===== src/rtl/vga_capture.sv =====
// Captures one VGA frame (or a continuous stream of frames) into a framebuffer write port.
// Video inputs are qualified by pix_en; sync/blank edges are detected between qualified samples.
module vga_capture #(
    parameter int H_ACTIVE = 640,
    parameter int V_ACTIVE = 480
) (
    input  logic        clk,
    input  logic        rst,
    input  logic        pix_en,
    input  logic        vga_hs,
    input  logic        vga_vs,
    input  logic        vga_blank_n,
    input  logic [7:0]  vga_r,
    input  logic [7:0]  vga_g,
    input  logic [7:0]  vga_b,
    input  logic        start,
    input  logic        cont,
    input  logic        abort,
    output logic        wr_en,
    output logic [18:0] wr_addr,
    output logic [23:0] wr_data,
    output logic        busy,
    output logic        done,
    output logic        line_err,
    output logic        frame_err,
    output logic [9:0]  dbg_h,
    output logic [9:0]  dbg_v
);

    typedef enum logic [1:0] {IDLE, ARM, VSYNC, ACTIVE} state_t;

    localparam logic [10:0] H_LIM = 11'(H_ACTIVE);
    localparam logic [10:0] V_LIM = 11'(V_ACTIVE);

    state_t      state;
    logic        hs_q, vs_q, blank_q, cont_q;
    logic [9:0]  h_cnt, v_cnt;
    logic        vs_fall, vs_rise, blank_fall, pix_vld, in_window;
    logic [9:0]  v_closed;
    logic        unused_hs;

    function automatic logic [9:0] sat_inc(input logic [9:0] x);
        return (x == 10'd1023) ? x : x + 10'd1;
    endfunction

    assign vs_fall    = pix_en & vs_q & ~vga_vs;
    assign vs_rise    = pix_en & ~vs_q & vga_vs;
    assign blank_fall = pix_en & blank_q & ~vga_blank_n;
    assign pix_vld    = pix_en & vga_blank_n;
    assign in_window  = ({1'b0, h_cnt} < H_LIM) && ({1'b0, v_cnt} < V_LIM);
    // A line closing on the same sample as vsync must count toward the frame check.
    assign v_closed   = blank_fall ? sat_inc(v_cnt) : v_cnt;

    // Horizontal sync is tracked but never moves the counters.
    assign unused_hs = hs_q;

    assign busy  = (state != IDLE);
    assign dbg_h = h_cnt;
    assign dbg_v = v_cnt;

    always_ff @(posedge clk or posedge rst) begin
        if (rst) begin
            state     <= IDLE;
            hs_q      <= 1'b1;
            vs_q      <= 1'b1;
            blank_q   <= 1'b0;
            cont_q    <= 1'b0;
            h_cnt     <= '0;
            v_cnt     <= '0;
            wr_en     <= 1'b0;
            wr_addr   <= '0;
            wr_data   <= '0;
            done      <= 1'b0;
            line_err  <= 1'b0;
            frame_err <= 1'b0;
        end else begin
            wr_en <= 1'b0;
            done  <= 1'b0;
            if (pix_en) begin
                hs_q    <= vga_hs;
                vs_q    <= vga_vs;
                blank_q <= vga_blank_n;
            end
            if (abort) begin
                state <= IDLE;
            end else begin
                case (state)
                    IDLE: begin
                        if (start) begin
                            state     <= ARM;
                            line_err  <= 1'b0;
                            frame_err <= 1'b0;
                            cont_q    <= cont;
                        end
                    end
                    ARM: begin
                        if (vs_fall) state <= VSYNC;
                    end
                    VSYNC: begin
                        if (vs_rise) begin
                            state <= ACTIVE;
                            h_cnt <= '0;
                            v_cnt <= '0;
                        end
                    end
                    ACTIVE: begin
                        if (pix_vld) begin
                            if (in_window) begin
                                wr_en   <= 1'b1;
                                wr_addr <= {h_cnt, v_cnt[8:0]};
                                wr_data <= {vga_r, vga_g, vga_b};
                            end
                            h_cnt <= sat_inc(h_cnt);
                        end
                        if (blank_fall) begin
                            if ({1'b0, h_cnt} != H_LIM) line_err <= 1'b1;
                            v_cnt <= v_closed;
                            h_cnt <= '0;
                        end
                        if (vs_fall) begin
                            if ({1'b0, v_closed} != V_LIM) frame_err <= 1'b1;
                            done  <= 1'b1;
                            state <= cont_q ? VSYNC : IDLE;
                        end
                    end
                endcase
            end
        end
    end

endmodule


===== config.mk =====
export PLATFORM = sky130hd
export DESIGN_NAME = vga_capture
export DESIGN_NICKNAME = d
export VERILOG_FILES = /design/src/rtl/vga_capture.sv
export SDC_FILE = /design/constraint.sdc
export NUM_CORES = 1
export LEC_CHECK = 0
export BUFFER_PORTS_ARGS = -buffer_cell sky130_fd_sc_hd__clkbuf_2
export CAP_MARGIN = 20
export CORE_UTILIZATION = 35
export CTS_CLUSTER_DIAMETER = 50
export CTS_CLUSTER_SIZE = 16
export DETAILED_ROUTE_END_ITERATION = 10
export GPL_TIMING_DRIVEN = 0
export PLACE_DENSITY = 0.69
export SLEW_MARGIN = 15
export SYNTH_ARGS = -nofsm -noshare
export SYNTH_HDL_FRONTEND = slang
export SYNTH_SLANG_ARGS = --single-unit

===== constraint.sdc =====
create_clock -name clk -period 2 [get_ports clk]
set_input_delay 0.3 -clock clk [delete_from_list [all_inputs] [get_ports clk]]
set_output_delay 0.3 -clock clk [all_outputs]
set_load 0.01 [all_outputs]

==> metrics.txt, run 1 <==
first-pass GRT wire length 13.1 mm; Reg-to-Reg Start dbg_v[0]; DIE AREA 10300 µm²; sw power 683 µW; total power 3.04 mW; Synth Area per Inst 11.6 µm²; Final nets 455; Mapped Area 3450 µm²; Net Sw Frac 0.224; DP Area 4150 µm²; Core Footprint 9370 µm²; ys async rst share 1.00; maxcap violations 0; largest net degree at the start of global routing 28; Die X 101 µm; Post-Route WL 8.19 mm; critical path arrival 2.16 ns; CTS H-Tree Depth 3; Buffers on Ports 99; Skew-Pair Late Insertion Delay 0.35 ns; first-pass detailed-route iteration total 4; crit-path max FO 10; Place WS -0.175 ns; outcome complete, no violations; Max Slew Vio Count 0; clock root cell clkbuf_8; via/cell ratio 5.19; Area Overhead vs Synth 30.7%; EDFF count, synth 0; worst setup margin 0.0497 ns; Routed WL per cell 14.8 µm; sequential area share after synthesis 0.523; Rows 35; Ant. Diodes 0; Synth Net Count 333; P_leak 2.28 nW; slew margin rel. 0.599; hold crit path type in2reg; Layout fillers 900; Crit path largest cell delay 0.44 ns; # setup viols final 0; CP max stage cell dfrtp_2; DRC Markers 0; hpwl dp 5.90 mm; maximum vdd ir drop 0.387 mV; post-route cell area 4510 µm²; Final TNS setup 0 ns; via count 2865; total congestion overflow 0; Fmax 513 MHz; Setup CP Type reg2reg; Num CTS Buffers 9; Initial Util 0.368; Syn Inst Count 297; Main synth FF type dfrtp_1; fin util 0.481; Setup crit end kind flip-flop; flops & latches, synth 72; RSZ-0062 raised after global routing true; Critical Path Source dbg_v[0]; Internal Power 2.36 mW; CTS Sinks 72; Startpoint Class flip-flop; DR iter-0 viols 94; clk slew on worst S/H paths 0.08 ns; Worst EP required 2.21 ns; R2R depth 7; initial antenna violation count 0; chip height 101 µm; Tightest Pin Transition 0.596 ns; library cells used by synthesis 58; vias in the first global route 2736; warning count from the yosys run 0; Tcrit/Tclk final 0.975; Final Hold Vio Count 0; clock power share 0.425; Placer Congestion 0.825; Worst R2R Setup Slack 0.05 ns; Fin Clk Skew 0.00831 ns; layout cells sized above 1 0.487; Tot GR Track Use 0.167; Reg power frac 0.497; post-route ant nets 0; critical path endpoint frame_err; # IOs 101; Crit Reg-Reg Endpoint frame_err; Tmin final 1.95 ns; crit-path cells ha_2, and2_4, a31oi_2, buf_4, nand3b_1, a2111oi_2, a31oi_1; CTS max path bufs 2; Comb pwr share 0.078; PwrDens 675 nW/µm²; CTS tree built
metrics by stage:
step	hold slack, ns	instances
detailed placement	0.344	527
finish	0.180	552
global placement	0.476	525
global route	0.180	552
CTS	0.166	543
floorplan	0.363	297
worst min path at each step:
stage                     start     endpoint  depth (start not counted)
global placement    wr_addr[10]  wr_addr[10]                          1
finish                     cont       cont_q                          2
global route           vga_g[4]  wr_data[12]                          2
CTS                        cont       cont_q                          2
detailed placement          rst  wr_data[11]                          2
floorplan                 abort     state[0]                          1
synthesized netlist by cell type, drive strengths merged (2+ instances only):
cell | number | share of area
a211o | 2 | 0.0051
and4 | 2 | 0.0051
nor2 | 14 | 0.015
a2111oi | 3 | 0.015
and3 | 4 | 0.0073
and3b | 2 | 0.0054
nor4 | 4 | 0.0073
dfrtp | 71 | 0.52
nand3b | 2 | 0.0054
nand3 | 12 | 0.021
and2 | 4 | 0.0073
a22oi | 2 | 0.0044
xnor2 | 4 | 0.010
nor3 | 2 | 0.0029
o211ai | 3 | 0.0065
nand2 | 26 | 0.029
mux2 | 44 | 0.15
buf | 10 | 0.022
ha | 3 | 0.011
o31ai | 4 | 0.0087
a31oi | 8 | 0.019
o21ai | 22 | 0.032
nand4 | 5 | 0.0091
a21oi | 13 | 0.019
inv | 9 | 0.0098
or3 | 2 | 0.0036
power by group through the flow:
stage | registers, mW | logic (mW) | clock network (mW)
after global placement | 1.54 | 0.216 | 0
after CTS | 1.51 | 0.234 | 1.33
after floorplan | 1.55 | 0.115 | 0
after global routing | 1.52 | 0.266 | 1.39
after detailed placement | 1.54 | 0.230 | 0
final | 1.51 | 0.237 | 1.29
repair_timing:
item / in CTS / in global routing
buffers inserted: 0 / 9
hold endpoints to repair: 20 / 0
gates resized for setup: 7 / 13
setup endpoints to repair: 10 / 11
pin swaps: 0 / 1
hold buffers: 1 / 0
metal layers:
layer	part of all wire	global-route usage
met5	0	0
met4	0.018	0.0814
met1	0.45	0.215
met2	0.48	0.268
met3	0.048	0.0338
cell usage in the layout, fill, tap and decap left out, drive strengths merged, types with 4 or more instances in the layout:
| cell type | n |
|---|---|
| a21oi | 13 |
| a31oi | 8 |
| and2 | 4 |
| and3 | 4 |
| buf | 21 |
| clkbuf | 112 |
| dfrtp | 71 |
| inv | 8 |
| mux2 | 44 |
| nand2 | 26 |
| nand3 | 12 |
| nand4 | 5 |
| nor2 | 14 |
| nor4 | 4 |
| o21ai | 22 |
| o31ai | 4 |
| xnor2 | 4 |
worst max-delay path: cells and delay by family (launching register included):
family | cells | cell delay, ns
flops | 1 | 0.44
compound gates | 3 | 0.65
buf+inv | 1 | 0.20
fa+ha+maj | 1 | 0.23
simple gates | 2 | 0.28
sequential cells by signal (all words and copies together), names as in the netlist:
name and flops:
wr_data 24, line_err 1, dbg_h 10, state 2, cont_q 1, vs_q 1
wr_addr 19, dbg_v 10, blank_q 1, frame_err 1, done 1, wr_en 1
cells by family after synthesis:
family                     count (synthesis)  synth area share
muxes                                     44             0.149
AOI/OAI and AO/OA                         68             0.139
buffers and inverters                     20            0.0327
and+or+nand+nor                           85             0.133
DFF                                       72             0.523
adders and majority gates                  3            0.0109
xor gates and xnor gates                   5            0.0127
final cells by class:
type | count | area, µm² | area share
timing repair buffer | 111 | 613 | 0.136
clock inverter | 3 | 65.1 | 0.0144
inverter | 9 | 37.5 | 0.00833
buffer | 11 | 81.3 | 0.0181
sequential | 72 | 1810 | 0.402
tap | 129 | 161 | 0.0358
clock buffer | 12 | 155 | 0.0344
multi-input combinational | 205 | 1580 | 0.351
(Power assumes the default switching activity.)
==> run 2: changes to the inputs <==
--- a/config.mk
+++ b/config.mk
@@ -5,12 +5,14 @@
 export SDC_FILE = /design/constraint.sdc
 export NUM_CORES = 1
 export LEC_CHECK = 0
+export ABC_AREA = 1
 export BUFFER_PORTS_ARGS = -buffer_cell sky130_fd_sc_hd__clkbuf_2
 export CAP_MARGIN = 20
 export CORE_UTILIZATION = 35
 export CTS_CLUSTER_DIAMETER = 50
 export CTS_CLUSTER_SIZE = 16
 export DETAILED_ROUTE_END_ITERATION = 10
+export GPL_ROUTABILITY_DRIVEN = 0
 export GPL_TIMING_DRIVEN = 0
 export PLACE_DENSITY = 0.69
 export SLEW_MARGIN = 15
==> run 2 against run 1 <==
- utilization is 1.7 points lower
- register-to-register slack better by 0.11 ns
- clock-buffer cell count is 1 lower
- critical path depth is 5 higher
- non-clock buffer count is 7 lower
- combinational power grew to 6.5 times the previous value
- cell count is 20% higher
- first-iteration DRC count is 51% higher
- final area is 3.2% lower
- sequential power is 44% higher
- synthesized area is 0.11% higher
- fmax is 5.9% higher
- largest cell class unchanged
==> metrics.txt, run 2 <==
Area Overhead vs Synth 26.4%; Ant. Diodes 0 (unchanged); maxcap violations 0 (unchanged); Biggest register wr_data; hpwl dp 6.60 mm (+12%); Tightest Pin Transition 0.506 ns (-0.0900 ns); first-pass detailed-route iteration total 5 (+1); most frequent cells in the layout 145 x nand2_1, 99 x clkbuf_2, 71 x dfrtp_1; Tcrit/Tclk final 0.921 (-0.0543); outcome complete, no violations; Worst EP required 2.25 ns (+0.04 ns); RSZ-0062 raised after global routing false; Multi-input gate area 1400 µm² (-12%); DRC Markers 0 (unchanged); Hold Crit Start vga_g[1]; Yosys top cell by area dfrtp_1; # setup viols final 0 (unchanged); Rows 35 (unchanged); Tmin final 1.84 ns (-0.109 ns); warning count from the yosys run 0 (unchanged); Initial Util 0.367 (-0.00131); Final Hold Vio Count 0 (unchanged); first-pass GRT wire length 13.5 mm (+2.6%); Buffers on Ports 99 (unchanged); Synth Net Count 447 (+34%); critical path arrival 2.09 ns (-0.07 ns); max reg flops 24 (unchanged); layout cells sized above 1 0.303 (-0.184); Setup CP Type reg2reg; post-route ant nets 0 (unchanged); Fmax 543 MHz (+5.9%); Place WS 0.157 ns (+0.333 ns); CTS Sinks 72 (unchanged); GR Layer Usage met3 0.0483 (+0.0145); via count 3132 (+9.3%); Tot GR Track Use 0.171 (+0.00390); Synth Area per Inst 8.40 µm² (-28%); Final TNS setup 0 ns (unchanged); clock root cell clkbuf_8; Startpoint Class flip-flop; Post-Route WL 8.64 mm (+5.5%); CTS H-Tree Depth 3 (unchanged); largest net degree at the start of global routing 31 (+11%); clk slew on worst S/H paths 0.08 ns (about the same); Fin Clk Skew 0.00871 ns (+0.000394 ns); Routed WL per cell 13.1 µm (-12%); Syn Inst Count 411 (+38%); vias in the first global route 2869 (+4.9%); Layout fillers 928 (+3.1%); Reg-to-Reg Start dbg_v[1]; commonest cells in the netlist 145 x nand2_1, 71 x dfrtp_1, 43 x inv_1, 36 x o21ai_0, 21 x nand3_1; dominant cell by count in the synthesized netlist nand2_1; met1 usage in global routing 0.214 (-0.00113); library cells used by synthesis 35 (-40%); DIE AREA 10300 µm² (about the same); Core Footprint 9420 µm² (+0.47%); Critical Path Source dbg_v[1]; Skew-Pair Late Insertion Delay 0.35 ns (about the same); initial antenna violation count 0 (unchanged); chip height 101 µm (about the same); placed insts 641 (+22%); Final nets 562 (+24%); CTS tree built; DR iter-0 viols 142 (+51%); flops & latches, synth 72 (unchanged); Top Usage Layer GRT met2; Setup crit end kind flip-flop; worst setup margin 0.158 ns (+0.109 ns); top-area cell type share of the netlist area 0.515 (-0.000560); maximum vdd ir drop 0.331 mV (-14%); fin cells 660 (+20%); total congestion overflow 0 (unchanged); EDFF count, synth 0 (unchanged); via/cell ratio 4.75 (-8.6%); ys async rst share 1.00 (unchanged); Synth area leaders dfrtp_1 51%, nand2_1 16%, o21ai_0 5.2%; fin util 0.463 (-0.0174); Mapped Area 3450 µm² (+0.11%); Die X 101 µm (about the same); P_leak 2.32 nW (+1.9%); Storage cell area 1800 µm² (-0.41%); Num CTS Buffers 9 (unchanged); CTS max path bufs 2 (unchanged); Main synth FF type dfrtp_1; most common cell after layout, fill and taps aside nand2_1; met2 Use GR 0.281 (+0.0126); PwrDens 1100 nW/µm² (+63%); hold crit path type in2reg; slew margin rel. 0.662 (+0.0623); Max Slew Vio Count 0 (unchanged); sequential area share after synthesis 0.522 (-0.000569); crit-path max FO 7 (-3); # IOs 101 (unchanged); Regs by FF count wr_data: 24 flops, wr_addr: 19 flops
-- run 2: kinds of logic after synthesis --
logic type | Yosys count | share of synthesized area
buf+inv | 59 | 0.0732
flops | 72 | 0.522
compound gates | 57 | 0.0903
simple gates | 219 | 0.300
fa+ha+maj | 3 | 0.0109
mux | 1 | 0.00326
-- run 2: repair_timing --
action	4_1_cts	5_1_grt
resized for setup	0	1
hold buffers	1	0
setup buffers	0	2
setup endpoints to repair	0	1
endpoints found under the hold margin	15	0
-- run 2: power by group --
part	switching (mW)	internal (mW)
Combinational	0.942	0.596
Sequential	0.351	1.82
Clock	0.563	0.514
Total	1.86	2.93
-- run 2: final cells by class --
cell class                 count  share of cell area
clock buffer                  11              0.0347
tap                          129              0.0370
multi-input combinational    280               0.321
clock inverter                 5             0.00717
inverter                      48              0.0422
sequential                    72               0.413
timing repair buffer         104               0.128
buffer                        11              0.0166
-- run 2: final timing paths --
path | cells after the start | slack, ns | end
worst max-delay path | 12 | 0.16 | frame_err
worst min-delay path | 3 | 0.14 | wr_data[9]
worst max register to register | 12 | 0.16 | frame_err
worst min register to register | 2 | 0.48 | frame_err
max in group asynchronous | 4 | 0.94 | vs_q
min in group asynchronous | 3 | 0.49 | wr_data[12]
-- run 2: critical path: stages, from the launching register on --
cell     delay [ns]
dfrtp_1        0.42
ha_2           0.21
inv_1          0.09
nor2_4         0.17
nand3_4        0.15
nand2_4        0.12
inv_2          0.05
nand3_1        0.07
nand2_1        0.08
nor2_2         0.15
nand3_2        0.10
nand3_1        0.07
nand2_1        0.05
-- run 2: per-layer routing --
| metal | part of all wire | wire length [µm] | vias to the layer above |
|---|---|---|---|
| met4 | 0.017 | 146 | 0 |
| met5 | 0 | 0 | - |
| met2 | 0.48 | 4170 | 97 |
| li1 | - | - | 1546 |
| met3 | 0.051 | 445 | 15 |
| met1 | 0.45 | 3880 | 1474 |
-- run 2: per-stage QoR --
stage / area [µm²] / power [mW] / hold slack, ns
after global routing: 4360 / 5.12 / 0.137
after floorplan: 3460 / 3.06 / 0.372
after CTS: 4350 / 4.81 / 0.137
after detailed placement: 4150 / 3.73 / 0.321
final: 4360 / 4.79 / 0.145
after global placement: 4110 / 3.67 / 0.462
==> run 3: changes to the inputs <==
--- a/config.mk
+++ b/config.mk
@@ -8,14 +8,14 @@
 export ABC_AREA = 1
 export BUFFER_PORTS_ARGS = -buffer_cell sky130_fd_sc_hd__clkbuf_2
 export CAP_MARGIN = 20
-export CORE_UTILIZATION = 35
+export CORE_UTILIZATION = 47
 export CTS_CLUSTER_DIAMETER = 50
 export CTS_CLUSTER_SIZE = 16
 export DETAILED_ROUTE_END_ITERATION = 10
 export GPL_ROUTABILITY_DRIVEN = 0
 export GPL_TIMING_DRIVEN = 0
-export PLACE_DENSITY = 0.69
-export SLEW_MARGIN = 15
+export PLACE_DENSITY = 0.85
+export SLEW_MARGIN = 20
 export SYNTH_ARGS = -nofsm -noshare
 export SYNTH_HDL_FRONTEND = slang
 export SYNTH_SLANG_ARGS = --single-unit
==> run 3 against run 2 <==
- die area shrank 25%
- sequential share of layout area shrank 0.10 points
- utilization grew 17 points
- cell count fell by 5.3%
- highest routed layer unchanged
- clock skew is 0.0016 ns higher
- final area up 0.32%
- combinational power barely moved
- fmax fell by 0.34%
==> metrics.txt, run 3 (synthesis results as in run 2) <==
outcome complete, no violations; CTS H-Tree Depth 3 (unchanged); vias in the first global route 2992 (+4.3%); # setup viols final 0 (unchanged); Final nets 560 (-0.36%); Area Overhead vs Synth 26.8%; CTS Sinks 72 (unchanged); Tmin final 1.85 ns (+0.00638 ns); PwrDens 1190 nW/µm² (+8.1%); Crit path largest cell delay 0.44 ns (+0.02 ns); DR iter-0 viols 205 (+44%); Final TNS setup 0 ns (unchanged); initial antenna violation count 0 (unchanged); Max Slew Vio Count 0 (unchanged); post-route ant nets 0 (unchanged); Skew-Pair Late Insertion Delay 0.35 ns (about the same); P_leak 2.35 nW (+0.97%); Buffers on Ports 99 (unchanged); chip height 87.7 µm (-13%); via/cell ratio 5.03 (+6.0%); clk slew on worst S/H paths 0.08 ns (about the same); largest net degree at the start of global routing 34 (+9.7%); # IOs 101 (unchanged); Routed WL per cell 13.8 µm (+5.6%); first-pass detailed-route iteration total 5 (unchanged); layout cells sized above 1 0.299 (-0.00452); Biggest register wr_data; CP max stage cell dfrtp_2; # Post-CTS Setup Buffers 0 (unchanged); Startpoint Class flip-flop; maximum vdd ir drop 0.461 mV (+39%); via count 3144 (+0.38%); crit-path max FO 7 (unchanged); CTS max path bufs 2 (unchanged); Regs by FF count wr_data: 24 flops, wr_addr: 19 flops; Worst EP required 2.24 ns (about the same); clock root cell clkbuf_8; hpwl dp 6.47 mm (-1.9%); Layout fillers 586 (-37%); Tightest Pin Transition 0.433 ns (-0.0731 ns); RSZ-0062 raised after global routing false; Place WS 0.171 ns (+0.0132 ns); Tot GR Track Use 0.236 (+0.0657); critical path arrival 2.09 ns (about the same); Rows 30 (-14%); CTS tree built; slew margin rel. 0.711 (+0.0494); most common cell after layout, fill and taps aside nand2_1; DIE AREA 7690 µm² (-25%); DRC Markers 0 (unchanged); total congestion overflow 0 (unchanged); Tcrit/Tclk final 0.924 (+0.00319); max reg flops 24 (unchanged); first-pass GRT wire length 13.9 mm (+3.5%); Setup crit end kind flip-flop; worst setup margin 0.152 ns (-0.00637 ns); Final Hold Vio Count 0 (unchanged); Ant. Diodes 0 (unchanged); Die X 87.7 µm (-13%); Core Footprint 6940 µm² (-26%); crit-path cells ha_1, inv_1, nor2_4, nand3_4, nand2_4, o21ai_0, nand2_1, nor2_2, nand3_2, nand3_1, nand2_1; Num CTS Buffers 9 (unchanged); Most common cell on crit path nand2_1; hold crit path type in2reg; most frequent cells in the layout 145 x nand2_1, 99 x clkbuf_2, 70 x dfrtp_1; Setup CP Type reg2reg; Post-Route WL 8.65 mm (about the same); Initial Util 0.497 (+0.130); maxcap violations 0 (unchanged); Fmax 541 MHz (-0.34%); Fin Clk Skew 0.0103 ns (+0.00157 ns)
## run 3: worst paths after layout
check	startpoint	end	slack [ns]	cells after the start
max in group asynchronous	rst	vs_q	0.87	5
hold / removal	vga_g[4]	wr_data[12]	0.14	3
hold reg to reg	wr_data[3]	wr_data[3]	0.48	2
setup / recovery	dbg_v[0]	frame_err	0.15	11
setup reg to reg	dbg_v[0]	frame_err	0.15	11
min in group asynchronous	rst	wr_data[15]	0.40	3
## run 3: final cells by class
type                       count  area [µm²]  area share
clock buffer                  12         155      0.0354
sequential                    72        1800       0.412
clock inverter                 4        98.8      0.0226
inverter                      48         184      0.0420
buffer                        11        72.6      0.0166
tap                           96         120      0.0274
multi-input combinational    280        1400       0.319
timing repair buffer         102         546       0.125
## run 3: stage by stage
stage	cells	total power, mW	hold slack, ns	area (µm²)	util
CTS	625	5.20	0.136	4380	0.630
global placement	606	3.65	0.461	4070	0.586
global route	625	5.49	0.141	4380	0.630
floorplan	411	3.06	0.372	3460	-
detailed placement	608	3.74	0.227	4110	0.592
finish	625	5.19	0.135	4380	0.630
## run 3: what timing repair did
item / in CTS / in global routing
hold buffers: 1 / 0
hold endpoints to repair: 7 / 0
endpoints found under the setup margin: 0 / 1
resized for setup: 0 / 1
## run 3: where the power goes
part           leakage [nW]  internal [mW]  switching, mW  total [mW]
logic                  1.24          0.586          0.979        1.57
registers             0.977           1.83          0.344        2.17
clock network         0.127          0.902          0.556        1.46
total                  2.35           3.32           1.88        5.19
## run 3: critical path, delay by kind of cell, from the launching register on
kind                       cells  cell delay, ns
and+or+nand+nor                8            0.79
AOI/OAI and AO/OA              1            0.16
DFF                            1            0.44
adders and majority gates      1            0.22
buffers and inverters          1            0.14
## run 3: per-layer routing
metal  up-vias  global-route usage  part of all wire
li1       1544                   -                 -
met1      1490               0.302              0.43
met2        96               0.385              0.50
met3        14              0.0481             0.052
met4         0               0.115             0.017
met5         -                   0                 0
